===== config.mk =====
export PLATFORM = sky130hd
export DESIGN_NAME = riscv_button_event_decoder
export DESIGN_NICKNAME = d
export VERILOG_FILES = /design/src/rtl/riscv_button_event_decoder.sv
export SDC_FILE = /design/constraint.sdc
export NUM_CORES = 1
export LEC_CHECK = 0
export ABC_AREA = 1
export BUFFER_PORTS_ARGS = -buffer_cell sky130_fd_sc_hd__buf_2
export CORE_MARGIN = 1
export CORE_UTILIZATION = 35
export DETAILED_ROUTE_END_ITERATION = 6
export PLACE_DENSITY = 0.57
export RECOVER_POWER = 50
export SLEW_MARGIN = 20
export SYNTH_ARGS = -nofsm -noshare
export SYNTH_HDL_FRONTEND = slang
export SYNTH_SLANG_ARGS = --single-unit

===== constraint.sdc =====
create_clock -name clk -period 1.9 [get_ports clk]
set_clock_uncertainty 0.15 [all_clocks]
set_input_delay 0 -clock clk [delete_from_list [all_inputs] [get_ports clk]]
set_output_delay 0 -clock clk [all_outputs]
set_load 0.02 [all_outputs]

===== src/rtl/riscv_button_event_decoder.sv =====
// ----------------------------------------------------------------------------
// riscv_button_event_decoder
//
// Purpose:
//   Turns the clean, debounced button level into single-cycle event pulses
//   (press, release, single click, double click, long press) for the core's
//   UART/GPIO control logic. Lives in the same clock domain as the debouncer,
//   so btn_in is used directly without synchronisation.
//
// Parameters:
//   LONG_CYCLES  cycles held in a press state before long_press fires
//   GAP_CYCLES   max released cycles after a short press to accept a 2nd press
//   CNT_W        timer width, derived from the larger of the two
//
// Ports:
//   clk            in   1  system clock, rising edge
//   reset          in   1  asynchronous, active-low reset (0 = reset)
//   btn_in         in   1  debounced button level, synchronous to clk
//   press_pulse    out  1  1-cycle pulse on each accepted 0->1 of btn_in
//   release_pulse  out  1  1-cycle pulse on each accepted 1->0 of btn_in
//   single_click   out  1  1-cycle pulse: short press, no 2nd press in gap
//   double_click   out  1  1-cycle pulse: release ending a short 2nd press
//   long_press     out  1  1-cycle pulse: press held LONG_CYCLES cycles
//   held           out  1  level: FSM in PRESSED, SECOND or LONG_HELD
//   press_count    out  8  total press_pulse count (BTN_EVT_COUNT_EN only)
//
// Configuration:
//   BTN_EVT_COUNT_EN  when defined, adds the press_count port and its 8-bit
//                     wrapping counter. When undefined, the port and counter
//                     are absent and everything else is unchanged.
//
// Handshake: none. btn_in is a level sampled every rising edge; every output
// is registered and reflects the decision taken at the previous edge
// (latency 1). Pulse outputs are high for exactly one cycle per event.
// ----------------------------------------------------------------------------
module riscv_button_event_decoder #(
    parameter int LONG_CYCLES = 50_000_000,
    parameter int GAP_CYCLES  = 25_000_000,
    parameter int CNT_W       = $clog2(((LONG_CYCLES > GAP_CYCLES) ? LONG_CYCLES : GAP_CYCLES) + 1)
) (
    input  logic       clk,
    input  logic       reset,
    input  logic       btn_in,
    output logic       press_pulse,
    output logic       release_pulse,
    output logic       single_click,
    output logic       double_click,
    output logic       long_press,
    output logic       held
`ifdef BTN_EVT_COUNT_EN
    ,
    output logic [7:0] press_count
`endif
);

    typedef enum logic [2:0] {
        S_IDLE      = 3'd0,
        S_PRESSED   = 3'd1,
        S_WAIT_GAP  = 3'd2,
        S_SECOND    = 3'd3,
        S_LONG_HELD = 3'd4
    } state_t;

    // Terminal timer values: the timeout fires on the edge where the timer
    // already holds N-1, i.e. N cycles after entering the state.
    localparam logic [CNT_W-1:0] LONG_LAST = CNT_W'(LONG_CYCLES - 1);
    localparam logic [CNT_W-1:0] GAP_LAST  = CNT_W'(GAP_CYCLES - 1);

    state_t             state_q;
    state_t             state_d;
    logic [CNT_W-1:0]   timer_q;

    logic press_d;
    logic release_d;
    logic single_d;
    logic double_d;
    logic long_d;
    logic held_d;

    // ------------------------------------------------------------------
    // Next-state and next-output decode. In every state the level check
    // is tested before the timer, so a level change on the same edge as a
    // timeout wins and the timeout event is dropped.
    // ------------------------------------------------------------------
    always_comb begin
        state_d   = state_q;
        press_d   = 1'b0;
        release_d = 1'b0;
        single_d  = 1'b0;
        double_d  = 1'b0;
        long_d    = 1'b0;

        case (state_q)
            S_IDLE: begin
                if (btn_in) begin
                    state_d = S_PRESSED;
                    press_d = 1'b1;
                end
            end

            S_PRESSED: begin
                if (!btn_in) begin
                    state_d   = S_WAIT_GAP;
                    release_d = 1'b1;
                end else if (timer_q == LONG_LAST) begin
                    state_d = S_LONG_HELD;
                    long_d  = 1'b1;
                end
            end

            S_LONG_HELD: begin
                // A long press never turns into a click on release.
                if (!btn_in) begin
                    state_d   = S_IDLE;
                    release_d = 1'b1;
                end
            end

            S_WAIT_GAP: begin
                if (btn_in) begin
                    state_d = S_SECOND;
                    press_d = 1'b1;
                end else if (timer_q == GAP_LAST) begin
                    state_d  = S_IDLE;
                    single_d = 1'b1;
                end
            end

            S_SECOND: begin
                if (!btn_in) begin
                    state_d   = S_IDLE;
                    release_d = 1'b1;
                    double_d  = 1'b1;
                end else if (timer_q == LONG_LAST) begin
                    state_d = S_LONG_HELD;
                    long_d  = 1'b1;
                end
            end

            default: begin
                // Unused encodings recover silently to IDLE.
                state_d = S_IDLE;
            end
        endcase
    end

    // held is registered from the next state so it lines up with state_q.
    always_comb begin
        held_d = (state_d == S_PRESSED) || (state_d == S_SECOND) ||
                 (state_d == S_LONG_HELD);
    end

    // ------------------------------------------------------------------
    // State register and timer. The timer restarts at 0 on every state
    // change and otherwise counts up, sticking at all-ones.
    // ------------------------------------------------------------------
    always_ff @(posedge clk or negedge reset) begin
        if (!reset) begin
            state_q <= S_IDLE;
            timer_q <= '0;
        end else begin
            state_q <= state_d;
            if (state_d != state_q) begin
                timer_q <= '0;
            end else if (timer_q != {CNT_W{1'b1}}) begin
                timer_q <= timer_q + CNT_W'(1);
            end
        end
    end

    // ------------------------------------------------------------------
    // Registered outputs.
    // ------------------------------------------------------------------
    always_ff @(posedge clk or negedge reset) begin
        if (!reset) begin
            press_pulse   <= 1'b0;
            release_pulse <= 1'b0;
            single_click  <= 1'b0;
            double_click  <= 1'b0;
            long_press    <= 1'b0;
            held          <= 1'b0;
        end else begin
            press_pulse   <= press_d;
            release_pulse <= release_d;
            single_click  <= single_d;
            double_click  <= double_d;
            long_press    <= long_d;
            held          <= held_d;
        end
    end

`ifdef BTN_EVT_COUNT_EN
    // Counts in step with press_pulse so the count and the pulse appear on
    // the same cycle. Wraps 255 -> 0.
    always_ff @(posedge clk or negedge reset) begin
        if (!reset) begin
            press_count <= 8'd0;
        end else if (press_d) begin
            press_count <= press_count + 8'd1;
        end
    end
`endif

endmodule


After elaboration in Yosys (flattened, before gate mapping)
Index checks and enable logic that the tools add are counted.

storage, ports and cells
  flip-flop bits (word level) = 35
  input port bits = 3
  output and inout bits = 6
  word-level logic and storage cells = 48

cells by class
  add/subtract/negate cells = 1
  eq/ne operators = 11
  mux-type cells = 21
  reduce and logical (&&, ||, !) cells = 7

operator list
  operator                                         count
  2-to-1 mux 26 bit                                2
  adder 26 x 1 -> 26 bit, second input constant    1
  == test 26 x 25 -> 1 bit, second input constant  1
  == test 26 bit, second input constant            1
  inequality test 26 bit, second input constant    1
  2-to-1 mux 3 bit                                 7
  one-hot mux 3 bit (5 select lines)               1
  2-to-1 mux 1 bit                                 11
  == test 3 x 2 -> 1 bit, second input constant    3
  == test 3 x 1 -> 1 bit, second input constant    2
  == test 3 bit, second input constant             2
  OR reduction 2 bit                               2
  zero test 3 bit                                  1
  inequality test 3 bit                            1
  OR reduction 3 bit                               1
  logical OR 1 bit                                 2
  nonzero test 2 bit                               1

Logic depth before layout (Yosys ltp)
Gate-level depths: netlist (run 1).

  depth in word-level cells = 7
  mapped depth = 12
  gate-level depth less buffers = 11

Least setup slack after synthesis (run 1)
OpenSTA, ideal clock, no wires.

  path kind = reg2reg
  start point = register timer_q[0]
  end point = register timer_q[13]
  library setup time = 118 ps
  arrival time = 1450 ps
  data required time = 1632 ps
  setup slack = 182 ps
  cell stages (with the launch flop) = 11
  buffers on the path = 1
  period minus slack after synthesis = 1718 ps
  cells stage by stage = dfrtp_1 > ha_1 > nand2_1 > nor2_1 > nand3_2 > inv_1 > nand3_2 > buf_6 > nand3_1 > xor2_1 > nor2_1

between the ends
  longest elaborated chain between the ends = 6
  elaborated cells on any way between the ends = 14
  those cells by class = 1 x add/sub; 4 x eq/ne; 8 x mux; 1 x reduce/logical

ends and longest elaborated chain
  item                                                        line           RTL
  start: declaration                                          71             logic [CNT_W-1:0] timer_q;
  start signal: assignment                                    166            timer_q <= timer_q + CNT_W'(1);
  == test 26 bit or == test 26 x 25 -> 1 bit (tied branches)  105, 134, 123
  2-to-1 mux 3 bit (on tied branches)                         105, 134, 123
  2-to-1 mux 3 bit (on tied branches)                         130, 102, 120
  one-hot mux 3 bit (5 select lines)                          93             case (state_q)
  inequality test 3 bit                                       163            if (state_d != state_q) begin
  2-to-1 mux 26 bit or nonzero test 2 bit (tied branches)     -

Several ways; a longest one is shown, not always the timed one. The select of a mux whose other input is x is not followed.
A chain may end at the register's enable or synchronous reset.

Worst setup path in the final report (run 1)
  start point = register timer_q[1]
  end point = register timer_q[8]

Same word-level chain as after synthesis.

==> results of run 1 <==
==> metal layers <==
layer / GRT usage / vias to the layer above / part of all wire
met5: 0 / - / 0
met4: 0.0705 / 0 / 0.017
met3: 0.0358 / 10 / 0.049
met2: 0.274 / 48 / 0.45
met1: 0.245 / 1014 / 0.49
li1: - / 1125 / -
==> cell families after synthesis <==
logic type / after synthesis / share of synthesized area
DFF: 35 / 0.382
buffers and inverters: 54 / 0.105
AOI/OAI and AO/OA: 20 / 0.0573
xor gates and xnor gates: 7 / 0.0267
adders and majority gates: 1 / 0.00546
and+or+nand+nor: 211 / 0.423
==> stage by stage <==
stage          TNS [ps]  worst slack [ps]
2_1_floorplan         0               182
3_5_place_dp       -101             -45.1
5_1_grt           -24.4             -13.4
6_report              0               109
3_3_place_gp          0              31.1
4_1_cts               0              7.71
==> state kept, by name (all words and copies together), names as in the netlist <==
register	flops
release_pulse	1
press_pulse	1
held	1
double_click	1
single_click	1
state_q	3
timer_q	26
long_press	1
==> path summary, 6_finish.rpt <==
check                            from            end  slack, ps  cells past startpoint
min reg2reg                state_q[2]    press_pulse        390                      1
min in group clk               btn_in  release_pulse        330                      3
min                             reset  release_pulse        220                      2
max                        timer_q[1]     timer_q[8]        110                      9
max reg2reg                timer_q[1]     timer_q[8]        110                      9
max in group asynchronous       reset    timer_q[17]        760                      2
==> where the power goes <==
part | internal, mW | total (mW) | leakage (nW) | switching, mW
clock | 0.256 | 0.541 | 0.0412 | 0.285
combinational | 0.147 | 0.347 | 0.782 | 0.201
sequential | 0.781 | 0.828 | 0.475 | 0.0477
==> cells in the mapped netlist, drive strengths merged (2+ instances only) <==
| cell | instances | share of area |
|---|---|---|
| inv | 50 | 0.082 |
| nand4 | 9 | 0.031 |
| nor3 | 10 | 0.022 |
| nand2 | 94 | 0.16 |
| nand3 | 23 | 0.057 |
| xor2 | 6 | 0.023 |
| buf | 4 | 0.023 |
| a21oi | 5 | 0.014 |
| nand3b | 3 | 0.0098 |
| nor2 | 70 | 0.14 |
| dfrtp | 35 | 0.38 |
| o21ai | 10 | 0.022 |
| nor4 | 2 | 0.0055 |
==> final cells by class <==
class | instances | area, µm² | share of cell area
multi-input cells | 240 | 1290 | 0.452
well taps | 77 | 96.3 | 0.0336
flip-flops and latches | 35 | 880 | 0.307
inverters | 50 | 188 | 0.0655
repair buffers | 44 | 320 | 0.112
clock inverters | 2 | 12.5 | 0.00437
clock buffers | 6 | 72.6 | 0.0253
==> what timing repair did <==
item | CTS | global route
endpoints found under the hold margin | 39 | 0
gates resized for setup | 2 | 32
setup buffers | 0 | 10
pin swaps | 0 | 8
endpoints found under the setup margin | 7 | 26
cloned | 0 | 1
hold buffers | 2 | 0
==> summary.log, run 1 <==
INFO  status         status=completed
INFO  cells_and_area antenna_cells=0
INFO  global_route   gr_util_all_layers=0.178
INFO  setup_path     crit_fanout=10
INFO  setup_path     critical_path_launch_point_type=register
INFO  power          power_density=599nW/µm²
INFO  timing         slew_viol_final=0
INFO  synth          postSynth.asyncResetShare=1.00
INFO  floorplanning  die_x=82.9µm
INFO  synth          synth_flop_cell=sky130_fd_sc_hd__dfrtp_1
INFO  synth          ys_seq_area_frac=0.382
INFO  job            max_cap_violations=0
INFO  detailed_routing wire_per_inst=13.0µm
INFO  global_route   via_count_of_the_first_global_routing_pass=2111
INFO  power          total_leakage_power=1.30nW
INFO  detailed_routing drt_iter0_drc=105
INFO  clock_tree     cts.htree.levels=2
INFO  clock_tree     cts_root_buf=sky130_fd_sc_hd__clkbuf_8
INFO  global_route   overflow=0
INFO  detailed_routing postRouteWirelength=5.90mm
INFO  synth          ys_types=29
INFO  floorplanning  die-area=6880µm²
INFO  timing         final.min_clock_period=1790ps
INFO  timing         period_share=0.943
INFO  synth          synth_warnings=0
INFO  setup_path     crit_path_cell_trace=ha_4, nand2_2, nor2_4, nand3_4, nor2_4, nand4_4, nand3_1, o21ai_0, nor2_1
INFO  clock_tree     cts-buffers-inserted=5
INFO  floorplanning  floorplan.initialDensity=0.361
INFO  setup_path     critical_path_buf_inv_count=0
INFO  floorplanning  ioPinCount=9
INFO  place          place_inst=433
INFO  synth          post_syn_area=2290µm²
INFO  synth          netlist_instances=328
INFO  cells_and_area stdcell_area=2860µm²
INFO  timing         achievable-frequency=558MHz
INFO  min_path       worst_hold_path_type=in -> async
INFO  clock_tree     path_clk_slew=70ps
INFO  floorplanning  placementRows=29
INFO  detailed_routing drc=0
INFO  synth          synth.ff_latch_count=35
INFO  place          place.gp.congestion=0.979
INFO  timing         max-slew-margin-rel=0.397
INFO  setup_path     worst_path_max_delay_cell=sky130_fd_sc_hd__dfrtp_1
INFO  clock_tree     insertion_delay=290ps
INFO  synth          synth-edff-count=0
INFO  setup_path     required=1970ps
INFO  setup_path     max_stage_delay=410ps
INFO  timing         worst_pin_slew=905ps
INFO  place          placedInstanceArea=2570µm²
INFO  power          power.ir.vdd_worst=632µV
INFO  global_route   grt_max_degree=36
INFO  cells_and_area most_frequent_standard_cell_in_the_layout_excluding_fill_and_tap_cells=sky130_fd_sc_hd__nand2_1
INFO  cells_and_area final_core_util=0.451
INFO  cells_and_area layout.filler_cells=655
INFO  setup_path     timing.critical_path.mode_cell=sky130_fd_sc_hd__nor2_4
INFO  setup_path     crit_path_end_kind=register
INFO  detailed_routing final_antenna_net_count=0
INFO  setup_path     worst_path_dominant_cell_family=simple AND/OR/NAND/NOR gates
INFO  cells_and_area final_layout_size_suffix_gt1_frac=0.247
INFO  detailed_routing drt_pass1_iterations=4
INFO  setup_path     timing.critical_path.arrival=1860ps
INFO  clock_tree     clock_sink_count=35
INFO  detailed_routing vias_per_cell=4.84
INFO  global_route   antenna_found_initial=0
INFO  floorplanning  placeableCoreArea=6350µm²
INFO  synth          syn_area_per_cell=6.99µm²
INFO  cells_and_area layout_common_cells=84 x sky130_fd_sc_hd__nand2_1, 53 x sky130_fd_sc_hd__nor2_1, 44 x sky130_fd_sc_hd__inv_1, 33 x sky130_fd_sc_hd__buf_4, 32 x sky130_fd_sc_hd__dfrtp_1
INFO  detailed_routing detailroute.via_count=2197
INFO  synth          synth_fp_nets=332
INFO  place          port_buffers=8
INFO  cells_and_area layout.cells.non_filler=454
INFO  timing         final-hold-violation-count=0
INFO  timing         hold_slack=216ps
INFO  cells_and_area finish.net_count=380
INFO  power          finalPower=1.72mW
INFO  clock_tree     cts_tree=done
INFO  global_route   grt_pass1_wl=9.80mm
INFO  timing         setup_violations=0
INFO  cells_and_area layout_stage_area_growth_over_the_synthesis_result=24.9%
INFO  floorplanning  die_y=82.9µm
INFO  clock_tree     max-clock-path-buffers=2
INFO  place          hpwl=4.33mm
INFO  setup_path     worstSetupPathType=reg -> reg
(Power assumes the default switching activity.)
==> run 2, diff against run 1 <==
CORE_UTILIZATION = 40   (was 35)
PLACE_DENSITY = 0.65   (was 0.57)
clock period = 1.5 ns   (was 1.9 ns; I/O delays follow)
==> summary.log, run 2 (synthesized netlist as in run 1, its figures left out) <==
INFO  clock_tree     cts_root_buf=sky130_fd_sc_hd__clkbuf_8 [unchanged]
INFO  cells_and_area layout_stage_area_growth_over_the_synthesis_result=62.0% [was 24.9%]
INFO  timing         grt_setup_unrepaired=true
INFO  floorplanning  ioPinCount=9 [unchanged]
INFO  setup_path     max_stage_delay=460ps [was 410 ps]
INFO  setup_path     crit_fanout=4 [was 10]
INFO  cells_and_area most_frequent_standard_cell_in_the_layout_excluding_fill_and_tap_cells=sky130_fd_sc_hd__buf_4 [was sky130_fd_sc_hd__nand2_1]
INFO  setup_path     required=1520ps [was 1970 ps]
INFO  timing         hold_slack=-28.9ps [was 216 ps]
INFO  timing         max-slew-margin-rel=0.352 [was 0.397]
INFO  clock_tree     insertion_delay=300ps [was 290 ps]
INFO  detailed_routing postRouteWirelength=7.88mm [was 5.90 mm]
INFO  power          swShare=0.312 [was 0.310]
INFO  floorplanning  floorplan.initialDensity=0.416 [was 0.361]
INFO  cells_and_area registers.top_by_ff_count=timer_q [unchanged]
INFO  floorplanning  placeableCoreArea=5510µm² [was 6350 µm²]
INFO  setup_path     worst_path_max_delay_cell=sky130_fd_sc_hd__dfrtp_1 [unchanged]
INFO  clock_tree     path_clk_slew=80ps [was 70 ps]
INFO  floorplanning  placementRows=27 [was 29]
INFO  clock_tree     clock_sink_count=35 [unchanged]
INFO  timing         period_share=1.24 [was 0.943]
INFO  global_route   grt_pass1_wl=11.8mm [was 9.80 mm]
INFO  cells_and_area stdcell_area=3710µm² [was 2860 µm²]
INFO  power          power.ir.vdd_worst=619µV [was 632 µV]
INFO  clock_tree     cts_tree=done [unchanged]
INFO  floorplanning  die_y=77.7µm [was 82.9 µm]
INFO  timing         setup_violations=31 [was 0]
INFO  power          comb_power_share=0.290 [was 0.202]
INFO  place          hpwl=5.01mm [was 4.33 mm]
INFO  global_route   overflow=0 [unchanged]
INFO  power          total_leakage_power=1.77nW [was 1.30 nW]
INFO  timing         final-hold-violation-count=2 [was 0]
INFO  place          port_buffers=8 [unchanged]
INFO  power          power.share.sequential=0.418 [was 0.483]
INFO  setup_path     worst_path_dominant_cell_family=simple AND/OR/NAND/NOR gates [unchanged]
INFO  clock_tree     cts.htree.levels=2 [unchanged]
INFO  timing         achievable-frequency=539MHz [was 558 MHz]
INFO  setup_path     critical_path_buf_inv_count=1 [was 0]
INFO  cells_and_area largest_register_ffs=26 [unchanged]
INFO  clock_tree     max-clock-path-buffers=2 [unchanged]
INFO  detailed_routing drt_pass1_iterations=7 [was 4]
INFO  place          placedInstanceArea=3140µm² [was 2570 µm²]
INFO  power          p_sw=775µW [was 533 µW]
INFO  global_route   via_count_of_the_first_global_routing_pass=2456 [was 2111]
INFO  timing         worst_pin_slew=972ps [was 905 ps]
INFO  setup_path     timing.critical_path.arrival=1880ps [was 1860 ps]
INFO  place          place.gp.congestion=1.02 [was 0.979]
INFO  job            max_cap_violations=0 [unchanged]
INFO  status         status=finished with violations [was completed]
INFO  floorplanning  die-area=6040µm² [was 6880 µm²]
INFO  power          cellInternalPower=1.71mW [was 1.18 mW]
INFO  detailed_routing final_antenna_net_count=0 [unchanged]
INFO  global_route   gr_util_all_layers=0.255 [was 0.178]
INFO  status         failing_checks=negative hold slack, negative setup slack
INFO  power          power_density=669nW/µm² [was 599 nW/µm²]
INFO  detailed_routing wire_per_inst=15.1µm [was 13.0 µm]
INFO  power          power_frac_clock=0.292 [was 0.315]
INFO  place          place_inst=496 [was 433]
INFO  min_path       worst_hold_path_type=in -> reg [was in -> async]
INFO  cells_and_area top_regs=timer_q (26), state_q (3) [unchanged]
INFO  cells_and_area final_layout_size_suffix_gt1_frac=0.488 [was 0.247]
INFO  clock_tree     cts-buffers-inserted=5 [unchanged]
INFO  cells_and_area antenna_cells=0 [unchanged]
INFO  cells_and_area layout_common_cells=94 x sky130_fd_sc_hd__buf_4, 71 x sky130_fd_sc_hd__nand2_1, 41 x sky130_fd_sc_hd__nor2_1, 37 x sky130_fd_sc_hd__inv_1, 29 x sky130_fd_sc_hd__dfrtp_1 [was 84 x sky130_fd_sc_hd__nand2_1, 53 x sky130_fd_sc_hd__nor2_1, 44 x sky130_fd_sc_hd__inv_1, 33 x sky130_fd_sc_hd__buf_4, 32 x sky130_fd_sc_hd__dfrtp_1]
INFO  detailed_routing vias_per_cell=5.20 [was 4.84]
INFO  setup_path     worstSetupPathType=reg -> reg [unchanged]
INFO  setup_path     timing.critical_path.mode_cell=sky130_fd_sc_hd__nand2_1 [was sky130_fd_sc_hd__nor2_4]
INFO  setup_path     critical_path_launch_point_type=register [unchanged]
INFO  setup_path     crit_path_cell_trace=nand2_1, nor2_4, nand2_1, nor2_2, nand2_2, a21oi_2, nor2_2, buf_6, nand3_1, nand2_1 [was ha_4, nand2_2, nor2_4, nand3_4, nor2_4, nand4_4, nand3_1, o21ai_0, nor2_1]
INFO  global_route   antenna_found_initial=0 [unchanged]
INFO  cells_and_area finish.net_count=453 [was 380]
INFO  timing         slew_viol_final=0 [unchanged]
INFO  timing         postLayoutSetupSlackWorst=-355ps [was 109 ps]
INFO  setup_path     crit_path_end_kind=register [unchanged]
INFO  detailed_routing drt_iter0_drc=184 [was 105]
INFO  timing         final.min_clock_period=1850ps [was 1790 ps]
INFO  floorplanning  die_x=77.7µm [was 82.9 µm]
INFO  detailed_routing drc=0 [unchanged]
INFO  global_route   grt_max_degree=19 [was 36]
INFO  cells_and_area layout.cells.non_filler=521 [was 454]
INFO  detailed_routing detailroute.via_count=2710 [was 2197]
## run 2: worst reg2reg max path, stage by stage, from the launching register on
cell	delay (ps)
sky130_fd_sc_hd__dfrtp_1	460
sky130_fd_sc_hd__nand2_1	140
sky130_fd_sc_hd__nor2_4	130
sky130_fd_sc_hd__nand2_1	90
sky130_fd_sc_hd__nor2_2	150
sky130_fd_sc_hd__nand2_2	80
sky130_fd_sc_hd__a21oi_2	140
sky130_fd_sc_hd__nor2_2	80
sky130_fd_sc_hd__buf_6	130
sky130_fd_sc_hd__nand3_1	100
sky130_fd_sc_hd__nand2_1	90
## run 2: area by class of cell
type	count	area, µm²
tap	72	90.1
clock inverter	1	5.00
clock buffer	6	82.6
inverter	50	190
multi-input combinational	240	1520
timing repair buffer	117	942
sequential	35	883
fill	417	1790
## run 2: routing by layer
layer | GRT usage | wire length, µm | vias to the layer above
li1 | - | - | 1268
met1 | 0.334 | 3180 | 1303
met2 | 0.427 | 3830 | 112
met3 | 0.0400 | 560 | 27
met4 | 0.0887 | 312 | 0
met5 | 0 | 0 | -
## run 2: repair_timing
item	in CTS	in global routing
endpoints found under the setup margin	31	32
setup buffers	5	11
pin swaps	18	15
endpoints found under the hold margin	38	0
hold buffers	2	0
resized for setup	43	55
gates cloned	0	2
## run 2: metrics by stage
stage               power [mW]  setup TNS, ps  setup slack, ps  hold slack, ps   util
floorplan                 1.37          -2530             -138            -446      -
global placement          1.63          -7460             -276            -188  0.571
detailed placement        1.65          -7980             -317            -185  0.571
CTS                       2.39          -6780             -274            17.4  0.625
global route              2.59         -13690             -440            27.5  0.674
finish                    2.48          -9370             -355           -28.9  0.674
## run 2: path summary, 6_finish.rpt
check	slack [ps]	startpoint	depth (start not counted)	to
min	-30	btn_in	5	held
max	-350	timer_q[25]	10	timer_q[23]
min reg2reg	440	state_q[2]	2	press_pulse
max reg2reg	-350	timer_q[25]	10	timer_q[23]
max in group asynchronous	130	reset	3	timer_q[11]
min in group asynchronous	220	reset	2	double_click
## run 2: power groups by stage
stage               clock network (mW)  registers [mW]  logic (mW)
floorplan                            0            1.08       0.296
global placement                     0            1.05       0.581
detailed placement                   0            1.05       0.593
CTS                              0.734            1.04       0.621
global route                     0.763            1.04       0.781
finish                           0.725            1.04       0.720
==> run 3, diff against run 2 <==
ABC_AREA = 0   (was 1)
==> summary.log, run 3 <==
INFO  clock_tree     path_clk_slew=70ps [was 80 ps]
INFO  global_route   via_count_of_the_first_global_routing_pass=1730 [was 2456]
INFO  synth          synth-edff-count=0 [unchanged]
INFO  cells_and_area final_layout_size_suffix_gt1_frac=0.439 [was 0.488]
INFO  setup_path     reg2regPathDepth=6 [was 10]
INFO  cells_and_area most_frequent_standard_cell_in_the_layout_excluding_fill_and_tap_cells=sky130_fd_sc_hd__buf_4 [unchanged]
INFO  timing         achievable-frequency=490MHz [was 539 MHz]
INFO  synth          postSynth.asyncResetShare=1.00 [unchanged]
INFO  setup_path     crit_end=timer_q[15] [was timer_q[23]]
INFO  global_route   busiest_layer=met2 [unchanged]
INFO  timing         slew_viol_final=0 [unchanged]
INFO  timing         final.min_clock_period=2040ps [was 1850 ps]
INFO  power          comb_power_share=0.126 [was 0.290]
INFO  clock_tree     max-clock-path-buffers=2 [unchanged]
INFO  timing         postLayoutSetupSlackWorst=-539ps [was -355 ps]
INFO  setup_path     worstSetupPathType=reg -> reg [unchanged]
INFO  global_route   grt_max_degree=19 [unchanged]
INFO  detailed_routing drc=0 [unchanged]
INFO  detailed_routing postRouteWirelength=4.87mm [was 7.88 mm]
INFO  clock_tree     cts_root_buf=sky130_fd_sc_hd__clkbuf_8 [unchanged]
INFO  global_route   groute.layer.met3.usage=0.0478 [was 0.0400]
INFO  place          place.gp.congestion=0.831 [was 1.02]
INFO  global_route   antenna_found_initial=0 [unchanged]
INFO  synth          synth_xor_xnor_area_share=0.0730 [was 0.0267]
INFO  place          port_buffers=8 [unchanged]
INFO  global_route   grtUsageMet2=0.342 [was 0.427]
INFO  min_path       worst_hold_path_type=in -> async [was in -> reg]
INFO  synth          synth_flop_cell=sky130_fd_sc_hd__dfrtp_1 [unchanged]
INFO  global_route   overflow=0 [unchanged]
INFO  synth          synth_top_cells_by_area=sky130_fd_sc_hd__dfrtp_1 46%, sky130_fd_sc_hd__xnor2_1 6.4%, sky130_fd_sc_hd__nor2_1 4.3%, sky130_fd_sc_hd__a21oi_1 3.6%, sky130_fd_sc_hd__buf_6 2.9% [was sky130_fd_sc_hd__dfrtp_1 38%, sky130_fd_sc_hd__nand2_1 15%, sky130_fd_sc_hd__nor2_1 9.7%, sky130_fd_sc_hd__inv_1 8.0%, sky130_fd_sc_hd__nand3_1 4.4%]
INFO  synth          synth_warnings=0 [unchanged]
INFO  timing         grt_setup_unrepaired=true [unchanged]
INFO  setup_path     crit_path_cell_trace=buf_4, and4_1, and4_4, a21o_4, or4_1, a21oi_1 [was nand2_1, nor2_4, nand2_1, nor2_2, nand2_2, a21oi_2, nor2_2, buf_6, nand3_1, nand2_1]
INFO  synth          cell_type_with_the_largest_total_area_after_synthesis=sky130_fd_sc_hd__dfrtp_1 [unchanged]
INFO  synth          ys_types=41 [was 29]
INFO  cells_and_area layout_stage_area_growth_over_the_synthesis_result=44.9% [was 62.0%]
INFO  power          total_leakage_power=1.23nW [was 1.77 nW]
INFO  synth          post_syn_area=1920µm² [was 2290 µm²]
INFO  global_route   met1_usage=0.253 [was 0.334]
INFO  cells_and_area finish.net_count=281 [was 453]
INFO  setup_path     critical_path_launch_point_type=register [unchanged]
INFO  timing         period_share=1.36 [was 1.24]
INFO  power          power.share.sequential=0.520 [was 0.418]
INFO  synth          synth_fp_nets=207 [was 332]
INFO  timing         timing.setup.tns=-13590ps [was -9370 ps]
INFO  floorplanning  placementRows=24 [was 27]
INFO  place          hpwl=3.37mm [was 5.01 mm]
INFO  setup_path     r2r_slack=-540ps [was -350 ps]
INFO  place          preCtsSetupSlack=-522ps [was -317 ps]
INFO  synth          combinational_family_with_the_most_area_after_synthesis=simple AND/OR/NAND/NOR gates [unchanged]
INFO  clock_tree     clock_sink_count=35 [unchanged]
INFO  timing         final-hold-violation-count=0 [was 2]
INFO  setup_path     crit_start=timer_q[10] [was timer_q[25]]
INFO  setup_path     worst_path_max_delay_cell=sky130_fd_sc_hd__dfrtp_1 [unchanged]
INFO  global_route   grt_pass1_wl=7.93mm [was 11.8 mm]
INFO  cells_and_area top_regs=timer_q (26), state_q (3) [unchanged]
INFO  detailed_routing detailroute.via_count=1803 [was 2710]
INFO  synth          synth_mux_area_frac=0 [unchanged]
INFO  clock_tree     cts_tree=done [unchanged]
INFO  floorplanning  floorplan.initialDensity=0.429 [was 0.416]
INFO  cells_and_area final_core_util=0.622 [was 0.674]
INFO  cells_and_area largest_register_ffs=26 [unchanged]
INFO  synth          synth_fa_ha_area_frac=0.00651 [was 0.00546]
INFO  synth          yosysMostFrequentCell=sky130_fd_sc_hd__dfrtp_1 [was sky130_fd_sc_hd__nand2_1]
INFO  power          swShare=0.258 [was 0.312]
INFO  power          power.ir.vdd_worst=534µV [was 619 µV]
INFO  floorplanning  die-area=5080µm² [was 6040 µm²]
INFO  power          power_frac_clock=0.354 [was 0.292]
INFO  setup_path     r2r_end=timer_q[15] [was timer_q[23]]
INFO  global_route   gr_util_all_layers=0.202 [was 0.255]
INFO  cells_and_area layout_common_cells=65 x sky130_fd_sc_hd__buf_4, 34 x sky130_fd_sc_hd__dfrtp_1, 19 x sky130_fd_sc_hd__nor2_1, 14 x sky130_fd_sc_hd__xnor2_1, 13 x sky130_fd_sc_hd__nand2_1 [was 94 x sky130_fd_sc_hd__buf_4, 71 x sky130_fd_sc_hd__nand2_1, 41 x sky130_fd_sc_hd__nor2_1, 37 x sky130_fd_sc_hd__inv_1, 29 x sky130_fd_sc_hd__dfrtp_1]
INFO  setup_path     worst_r2r_startpoint=timer_q[10] [was timer_q[25]]
INFO  clock_tree     cts.htree.levels=2 [unchanged]
INFO  floorplanning  ioPinCount=9 [unchanged]
INFO  setup_path     max_stage_delay=410ps [was 460 ps]
INFO  status         status=finished with violations [unchanged]
INFO  power          power_density=685nW/µm² [was 669 nW/µm²]
INFO  detailed_routing wire_per_inst=14.7µm [was 15.1 µm]
INFO  job            max_cap_violations=0 [unchanged]
INFO  floorplanning  die_x=71.3µm [was 77.7 µm]
INFO  timing         max-slew-margin-rel=0.386 [was 0.352]
INFO  clock_tree     cts-buffers-inserted=5 [unchanged]
INFO  synth          yosysTopAreaCellShare=0.456 [was 0.382]
INFO  power          finalPower=1.91mW [was 2.48 mW]
INFO  setup_path     crit_fanout=8 [was 4]
INFO  cells_and_area registers.top_by_ff_count=timer_q [unchanged]
INFO  synth          netlist_instances=203 [was 328]
INFO  timing         worst_pin_slew=921ps [was 972 ps]
INFO  detailed_routing final_antenna_net_count=0 [unchanged]
INFO  power          cellInternalPower=1.41mW [was 1.71 mW]
INFO  synth          synth_compound_gate_area_share=0.131 [was 0.0573]
INFO  synth          synthSimpleGateAreaFrac=0.271 [was 0.423]
INFO  setup_path     crit_path_end_kind=register [unchanged]
INFO  timing         setup_violations=31 [unchanged]
INFO  status         failing_checks=negative setup slack [was negative hold slack, negative setup slack]
INFO  floorplanning  placeableCoreArea=4470µm² [was 5510 µm²]
INFO  cells_and_area antenna_cells=0 [unchanged]
INFO  detailed_routing drt_pass1_iterations=4 [was 7]
INFO  detailed_routing drt_iter0_drc=42 [was 184]
INFO  synth          ys_seq_area_frac=0.456 [was 0.382]
INFO  setup_path     required=1560ps [was 1520 ps]
INFO  clock_tree     insertion_delay=300ps [about the same]
INFO  power          p_sw=492µW [was 775 µW]
INFO  floorplanning  die_y=71.3µm [was 77.7 µm]
INFO  synth          synth.ff_latch_count=35 [unchanged]
INFO  cells_and_area layout.filler_cells=369 [was 417]
INFO  setup_path     timing.critical_path.arrival=2100ps [was 1880 ps]
INFO  synth          syn_area_per_cell=9.46µm² [was 6.99 µm²]
INFO  detailed_routing vias_per_cell=5.46 [was 5.20]
INFO  synth          synth_top_cells_by_count=35 x sky130_fd_sc_hd__dfrtp_1, 22 x sky130_fd_sc_hd__nor2_1, 15 x sky130_fd_sc_hd__nand2_1 [was 90 x sky130_fd_sc_hd__nand2_1, 59 x sky130_fd_sc_hd__nor2_1, 49 x sky130_fd_sc_hd__inv_1]
-- run 3: timing repair --
action | CTS | global route
pin swaps | 8 | 11
setup endpoints to repair | 31 | 31
hold buffers | 3 | 0
setup buffers | 4 | 5
cloned | 0 | 1
gates resized for setup | 15 | 24
endpoints found under the hold margin | 37 | 0
-- run 3: final cells by class --
class | count | area (µm²) | share of cell area
Timing Repair Buffer | 82 | 651 | 0.234
Tap cell | 52 | 65.1 | 0.0234
Multi-Input combinational cell | 149 | 1090 | 0.392
Clock buffer | 6 | 72.6 | 0.0261
Inverter | 4 | 15.0 | 0.00540
Sequential cell | 35 | 877 | 0.315
Clock inverter | 2 | 12.5 | 0.00450
-- run 3: per-stage QoR --
stage               cells  hold slack (ps)  instance area, µm²
finish                330              201                2780
global placement      311             -190                2440
CTS                   326             28.3                2650
global route          330              233                2780
floorplan             203             -446                1960
detailed placement    311             -189                2440
-- run 3: routing by layer --
metal / vias up / share of wire / routed length (µm)
met4: 0 / 0.014 / 67
li1: 887 / - / -
met3: 5 / 0.030 / 147
met5: - / 0 / 0
met2: 25 / 0.49 / 2390
met1: 886 / 0.46 / 2260
-- run 3: cells by family (layout without fill, tap and decap cells) --
| logic type | Yosys count | count (layout) |
|---|---|---|
| compound gates | 37 | 37 |
| xor+xnor | 16 | 16 |
| fa+ha+maj | 1 | 1 |
| buf+inv | 19 | 94 |
| flops | 35 | 35 |
| simple gates | 95 | 95 |
-- run 3: worst min-delay path by stage --
| stage | endpoint |
|---|---|
| after detailed placement | timer_q[0] |
| after global routing | single_click |
| after global placement | timer_q[1] |
| final | timer_q[1] |
| after CTS | timer_q[0] |
| after floorplan | double_click |
-- run 3: critical path, delay by kind of cell (launching register included) --
| kind | cells | cell delay (ps) |
|---|---|---|
| flops | 1 | 410 |
| compound gates | 2 | 380 |
| simple gates | 3 | 860 |
| buf+inv | 1 | 150 |
-- run 3: power by group through the flow --
stage / sequential [mW] / clock, mW / combinational [mW]
2_1_floorplan: 1.02 / 0 / 0.100
3_3_place_gp: 1.01 / 0 / 0.194
3_5_place_dp: 1.01 / 0 / 0.195
4_1_cts: 0.991 / 0.682 / 0.206
5_1_grt: 0.993 / 0.724 / 0.266
6_report: 0.992 / 0.676 / 0.239
